[src/rtl/dcm_rst_seq_if.sv]
// Status/control bundle between the reset sequencer and the clock-manager chain.
// Latency: none (wires only).
// Backpressure: none; level signals only.
interface dcm_rst_seq_if #(
    parameter int N_STAGES  = 2,
    parameter int MAX_RETRY = 3
);
    localparam int SW = (N_STAGES > 1) ? $clog2(N_STAGES) : 1;
    localparam int RW = $clog2(MAX_RETRY + 1);

    logic                user_rst;
    logic [N_STAGES-1:0] dcm_locked;
    logic [N_STAGES-1:0] dcm_rst;
    logic                all_locked;
    logic                fault;
    logic [SW-1:0]       stage;
    logic [RW-1:0]       retry_cnt;

    modport master (
        output user_rst, dcm_locked,
        input  dcm_rst, all_locked, fault, stage, retry_cnt
    );

    modport slave (
        input  user_rst, dcm_locked,
        output dcm_rst, all_locked, fault, stage, retry_cnt
    );
endinterface

[src/rtl/dcm_rst_seq.sv]
// Brings a chain of cascaded DCM/PLLs out of reset in order, with lock timeout, bounded retry and sticky fault.
// Latency: lock input to decision is 2 synchroniser cycles plus 1 FSM cycle; all outputs registered.
// Backpressure: none; the clock managers are driven by level resets only.
module dcm_rst_seq #(
    parameter int N_STAGES     = 2,
    parameter int RST_CYCLES   = 4,
    parameter int LOCK_TIMEOUT = 4096,
    parameter int LOCK_STABLE  = 16,
    parameter int MAX_RETRY    = 3
) (
    input  logic          bus_clk,
    input  logic          bus_rst_n,
    dcm_rst_seq_if.slave  bus
);
    localparam int SW   = (N_STAGES > 1) ? $clog2(N_STAGES) : 1;
    localparam int RW   = $clog2(MAX_RETRY + 1);
    localparam int CMAX = (RST_CYCLES > LOCK_TIMEOUT)
                        ? ((RST_CYCLES > LOCK_STABLE) ? RST_CYCLES : LOCK_STABLE)
                        : ((LOCK_TIMEOUT > LOCK_STABLE) ? LOCK_TIMEOUT : LOCK_STABLE);
    localparam int CW   = $clog2(CMAX + 1);

    typedef enum logic [2:0] {
        S_RESET,
        S_WAIT,
        S_STABLE,
        S_RUN,
        S_FAULT
    } state_t;

    state_t              state;
    logic [CW-1:0]       cnt;
    logic [SW-1:0]       stage;
    logic [SW-1:0]       stage_inc;
    logic [RW-1:0]       retry;
    logic [N_STAGES-1:0] sync1;
    logic [N_STAGES-1:0] lk;
    logic [N_STAGES-1:0] dcm_rst_q;
    logic                all_locked_q;
    logic                fault_q;
    logic [SW-1:0]       low_idx;
    logic                any_low;
    logic                up_loss;
    logic                lk_cur;

    // Reset pattern seen by the chain for a given state/stage: downstream always held,
    // the active stage held only while its reset pulse is running.
    function automatic logic [N_STAGES-1:0] rst_vec(input state_t s, input logic [SW-1:0] stg);
        logic [N_STAGES-1:0] v;
        v = '0;
        for (int i = 0; i < N_STAGES; i++) begin
            v[i] = (i > int'(stg)) || ((i == int'(stg)) && (s == S_RESET));
        end
        return v;
    endfunction

    // User restart deliberately leaves the synchronisers alone.
    always_ff @(posedge bus_clk) begin
        if (!bus_rst_n) begin
            sync1 <= '0;
            lk    <= '0;
        end else begin
            sync1 <= bus.dcm_locked;
            lk    <= sync1;
        end
    end

    always_comb begin
        low_idx = '0;
        any_low = 1'b0;
        for (int j = N_STAGES - 1; j >= 0; j--) begin
            if (!lk[j]) begin
                low_idx = SW'(j);
                any_low = 1'b1;
            end
        end
    end

    assign up_loss   = any_low && (low_idx < stage);
    assign lk_cur    = lk[stage];
    assign stage_inc = stage + SW'(1);

    always_ff @(posedge bus_clk) begin
        if (!bus_rst_n || bus.user_rst) begin
            state        <= S_RESET;
            cnt          <= '0;
            stage        <= '0;
            retry        <= '0;
            dcm_rst_q    <= '1;
            all_locked_q <= 1'b0;
            fault_q      <= 1'b0;
        end else if ((state == S_RUN && any_low) ||
                     ((state == S_RESET || state == S_WAIT || state == S_STABLE) && up_loss)) begin
            state        <= S_RESET;
            cnt          <= '0;
            stage        <= low_idx;
            retry        <= '0;
            dcm_rst_q    <= rst_vec(S_RESET, low_idx);
            all_locked_q <= 1'b0;
        end else begin
            case (state)
                S_RESET: begin
                    if (cnt == CW'(RST_CYCLES - 1)) begin
                        state     <= S_WAIT;
                        cnt       <= '0;
                        dcm_rst_q <= rst_vec(S_WAIT, stage);
                    end else begin
                        cnt <= cnt + CW'(1);
                    end
                end
                S_WAIT: begin
                    if (lk_cur) begin
                        state <= S_STABLE;
                        cnt   <= '0;
                    end else if (cnt == CW'(LOCK_TIMEOUT - 1)) begin
                        cnt   <= '0;
                        retry <= retry + RW'(1);
                        if (retry == RW'(MAX_RETRY - 1)) begin
                            state     <= S_FAULT;
                            fault_q   <= 1'b1;
                            dcm_rst_q <= '1;
                        end else begin
                            state     <= S_RESET;
                            dcm_rst_q <= rst_vec(S_RESET, stage);
                        end
                    end else begin
                        cnt <= cnt + CW'(1);
                    end
                end
                S_STABLE: begin
                    // A glitch restarts the lock wait but keeps the retry budget already spent.
                    if (!lk_cur) begin
                        state <= S_WAIT;
                        cnt   <= '0;
                    end else if (cnt == CW'(LOCK_STABLE - 1)) begin
                        cnt   <= '0;
                        retry <= '0;
                        if (stage == SW'(N_STAGES - 1)) begin
                            state        <= S_RUN;
                            all_locked_q <= 1'b1;
                        end else begin
                            state     <= S_RESET;
                            stage     <= stage_inc;
                            dcm_rst_q <= rst_vec(S_RESET, stage_inc);
                        end
                    end else begin
                        cnt <= cnt + CW'(1);
                    end
                end
                S_RUN, S_FAULT: ;
                default: begin
                    state     <= S_RESET;
                    cnt       <= '0;
                    dcm_rst_q <= '1;
                end
            endcase
        end
    end

    assign bus.dcm_rst    = dcm_rst_q;
    assign bus.all_locked = all_locked_q;
    assign bus.fault      = fault_q;
    assign bus.stage      = stage;
    assign bus.retry_cnt  = retry;
endmodule

[src/flat_wrapper.sv]
// flat-port wrapper written by rule: the top's interface ports become plain ports
module dcm_rst_seq_flat 
#(
    parameter int N_STAGES     = 2,
    parameter int RST_CYCLES   = 4,
    parameter int LOCK_TIMEOUT = 4096,
    parameter int LOCK_STABLE  = 16,
    parameter int MAX_RETRY    = 3
)
  (bus_clk, bus_rst_n, bus_user_rst, bus_dcm_locked, bus_dcm_rst, bus_all_locked, bus_fault, bus_stage, bus_retry_cnt);
  dcm_rst_seq_if #(.N_STAGES(N_STAGES), .MAX_RETRY(MAX_RETRY)) bus_i ();
  input  logic bus_clk;
  input  logic bus_rst_n;
  input wire logic [$bits(bus_i.user_rst)-1:0] bus_user_rst;
  input wire logic [$bits(bus_i.dcm_locked)-1:0] bus_dcm_locked;
  output wire logic [$bits(bus_i.dcm_rst)-1:0] bus_dcm_rst;
  output wire logic [$bits(bus_i.all_locked)-1:0] bus_all_locked;
  output wire logic [$bits(bus_i.fault)-1:0] bus_fault;
  output wire logic [$bits(bus_i.stage)-1:0] bus_stage;
  output wire logic [$bits(bus_i.retry_cnt)-1:0] bus_retry_cnt;
  assign bus_i.user_rst = bus_user_rst;
  assign bus_i.dcm_locked = bus_dcm_locked;
  assign bus_dcm_rst = bus_i.dcm_rst;
  assign bus_all_locked = bus_i.all_locked;
  assign bus_fault = bus_i.fault;
  assign bus_stage = bus_i.stage;
  assign bus_retry_cnt = bus_i.retry_cnt;
  dcm_rst_seq #(.N_STAGES(N_STAGES), .RST_CYCLES(RST_CYCLES), .LOCK_TIMEOUT(LOCK_TIMEOUT), .LOCK_STABLE(LOCK_STABLE), .MAX_RETRY(MAX_RETRY)) u_core (.bus_clk(bus_clk), .bus_rst_n(bus_rst_n), .bus(bus_i));
endmodule
[config.mk]
export PLATFORM = sky130hd
export DESIGN_NAME = dcm_rst_seq_flat
export DESIGN_NICKNAME = d
export VERILOG_FILES = /design/src/rtl/dcm_rst_seq_if.sv /design/src/rtl/dcm_rst_seq.sv /design/src/flat_wrapper.sv
export SDC_FILE = /design/constraint.sdc
export NUM_CORES = 1
export LEC_CHECK = 0
export ABC_AREA = 1
export ABC_CLOCK_PERIOD_IN_PS = 1900
export CAP_MARGIN = 25
export CORE_MARGIN = 2
export CORE_UTILIZATION = 55
export CTS_CLUSTER_SIZE = 12
export DETAILED_ROUTE_END_ITERATION = 10
export HOLD_SLACK_MARGIN = 0.03
export PLACE_DENSITY = 0.83
export SLEW_MARGIN = 30
export SYNTH_ARGS = -nofsm -noshare
export SYNTH_HDL_FRONTEND = slang
export SYNTH_SLANG_ARGS = --single-unit
[constraint.sdc]
create_clock -name bus_clk -period 1.9 [get_ports bus_clk]
set_input_delay 0.57 -clock bus_clk [delete_from_list [all_inputs] [get_ports bus_clk]]
set_output_delay 0.57 -clock bus_clk [all_outputs]
set_load 0.05 [all_outputs]
==> metrics <==
outcome finished clean; YS warnings 0; Synth Area in XOR/XNOR 0.536%; CTS Hold Bufs 0; Worst Slack Setup Final 171 ps; DP Worst Slack around 170 ps; PostCTS Resize Cnt 0; Max Cap Viol 0; critical path required time 2130 ps; total negative setup slack 0 ps; Final Util 66.5%; final non-filler cell total 314; routed via count roughly 1700; fin crit period 1730 ps; Mean Syn Cell Area between 6 and 7 um^2; DRT antenna net count 0; die area approximately 3400 um^2; post-synth net total 270; Seq/Total Area, Yosys ~33%; Synth Area in Adders 1.53%; # setup viols final 0; total CTS buffers 3; Final Max Slew Viols 0; Critical Path Fanout Max 12; DRC 0; Core Box Area 2780 um^2; die width about 60 um; mux cell area share after synthesis 0%; Worst Path Arrival 1960 ps; critical path capture point type register; Hold Vio Cnt, Final 0; pin count of the biggest net entering global routing 15; worst reg-to-reg setup slack 170 ps; Ports 12; synth unique cells 26; FF+latch count, synth 27; CTS tree built; vias in the first global route around 1500; Min-Delay Path Class register to register; Worst Setup EP u_core.cnt[0]; Initial DRT Pass Iterations 4; global-route wire length before repair between 6000 and 7000 um; Simple-Gate Fraction of Synth Area 44.3%; DRC violation total after the first TritonRoute iteration 114; # clock sinks 27; Clk Latency, worst-skew pair 320 ps; clock skew ~6.5 ps; critical path startpoint u_core.cnt[1]; Slew @ Worst Pin 436 ps; Syn Inst Count 263; VDD IR-drop max 0.573 mV; # H-tree levels 1; Fin Hold WS 425 ps; initial antenna violation count 0; root buffer cell clkbuf_4; # Post-CTS Setup Buffers 0; Overall Global Routing Usage 23.1%; Max-slew headroom a little over two thirds; GRT overflow 0; WL/cell 11.4 um; # nets final 291; main combinational cell family by area after synthesis simple AND/OR/NAND/NOR gates; Worst Hold Depth 2; PortBufs 11; Die Ht 58.5 um; clock slew at reported path FFs approximately 140 ps; share of cells above drive strength 1 11.3%; Power Dens Cells 488 nW/um^2; Syn Std Cell Area 1630 um^2; Worst Setup Start Kind register; Placed Cells 310; Area Overhead vs Synth 13.2%; LEAKAGE 0.799 nW; WL final 3590 um; Setup Crit Path Kind register to register; CTS max path bufs 2; Final Cycle Share 91.0%; gpl congestion ~0.94; leading cell type in the layout, fill and taps excluded nand2_1; Synth Area in Compound Gates 10.6%; starting density of the core about three fifths; post-synth top area share about a third; routed vias/inst 5.41; Synth area leaders dfxtp_1 33%, nand2_1 18%, nand3_1 9.5%, nor2_1 7.8%, inv_1 7.6%; most frequent cells in the layout 77 x nand2_1, 33 x inv_1, 33 x nor2_1; row cnt 19; R2R cell count 9; RSZ-0062 raised after global routing no; reg2reg start u_core.cnt[1]; number of diodes 0; Max Freq a little under 600 MHz; RR Endpoint u_core.cnt[0]; largest area contributor in the netlist dfxtp_1; Final HPWL DP 2800 um
-- routing by layer --
layer	vias up	track usage, %	wire length (um)
li1	891	-	-
met1	772	31.4	1750
met2	31	37.4	1640
met3	4	3.30	153
met4	0	8.31	34
met5	-	0	0
-- kinds of logic (layout without fill, tap and decap cells) --
family | after synthesis | count (layout)
compound gates | 31 | 31
xor+xnor | 1 | 1
simple gates | 162 | 162
flops | 27 | 27
fa+ha+maj | 2 | 2
buf+inv | 40 | 60
-- worst min path at each step --
stage | startpoint | endpoint | slack [ps]
floorplan | u_core.sync1[0] | u_core.lk[0] | 390
global placement | u_core.sync1[1] | u_core.lk[1] | 390
detailed placement | u_core.sync1[0] | u_core.lk[0] | 400
CTS | u_core.sync1[0] | u_core.lk[0] | 430
global route | u_core.sync1[0] | u_core.lk[0] | 440
finish | u_core.sync1[0] | u_core.lk[0] | 430
-- worst max-delay path, cell delays in order, from the launching register on --
cell and delay [ps]:
dfxtp_1 380, ha_1 180, buf_4 130, nand2_1 50, nor2_1 90, nand2_1 110, nand2_1 180, nand3_2 260
o21ai_0 220, inv_1 50
-- area by class of cell --
cell class / count / area, um^2
clock buffers: 4 / 26.3
flip-flops and latches: 27 / 541
inverters: 35 / 131
fillers: 262 / 932
well taps: 31 / 38.8
repair buffers: 21 / 180
multi-input cells: 196 / 932
-- synth_stat cells --
cell       number
nand2_1        77
nor2_1         34
inv_1          33
nand3_1        31
dfxtp_1        27
a21oi_1        14
o21ai_0        10
nand4_1         6
nor3_1          5
nand2_2         3
nor2_4          3
ha_1            2
inv_2           2
nand3_2         2
o21a_1          2
o21bai_1        2
a211oi_1        1
a31oi_1         1
buf_2           1
buf_4           1
buf_6           1
clkbuf_1        1
clkbuf_2        1
nor3_4          1
o2111ai_1       1
xor2_1          1
-- state kept, by name (all words and copies together) (netlist names) --
signal	flops
u_core.bus.stage	1
u_core.bus.retry_cnt	2
u_core.sync1	2
u_core.lk	2
u_core.bus.dcm_rst	2
u_core.bus.fault	1
u_core.state	3
u_core.cnt	13
u_core.bus.all_locked	1
-- through the flow --
step,area (um^2),power (W)
floorplan,1630,0.000637
global placement,1820,0.000665
detailed placement,1820,0.000666
CTS,1850,0.000910
global route,1850,0.000936
finish,1850,0.000903
-- power breakdown --
part	switching, W	internal [W]
combinational	0.0000442	0.0000307
clock	0.000166	0.0000823
sequential	0.00000553	0.000574
total	0.000216	0.000687
Power figures use the tool's default switching activity.
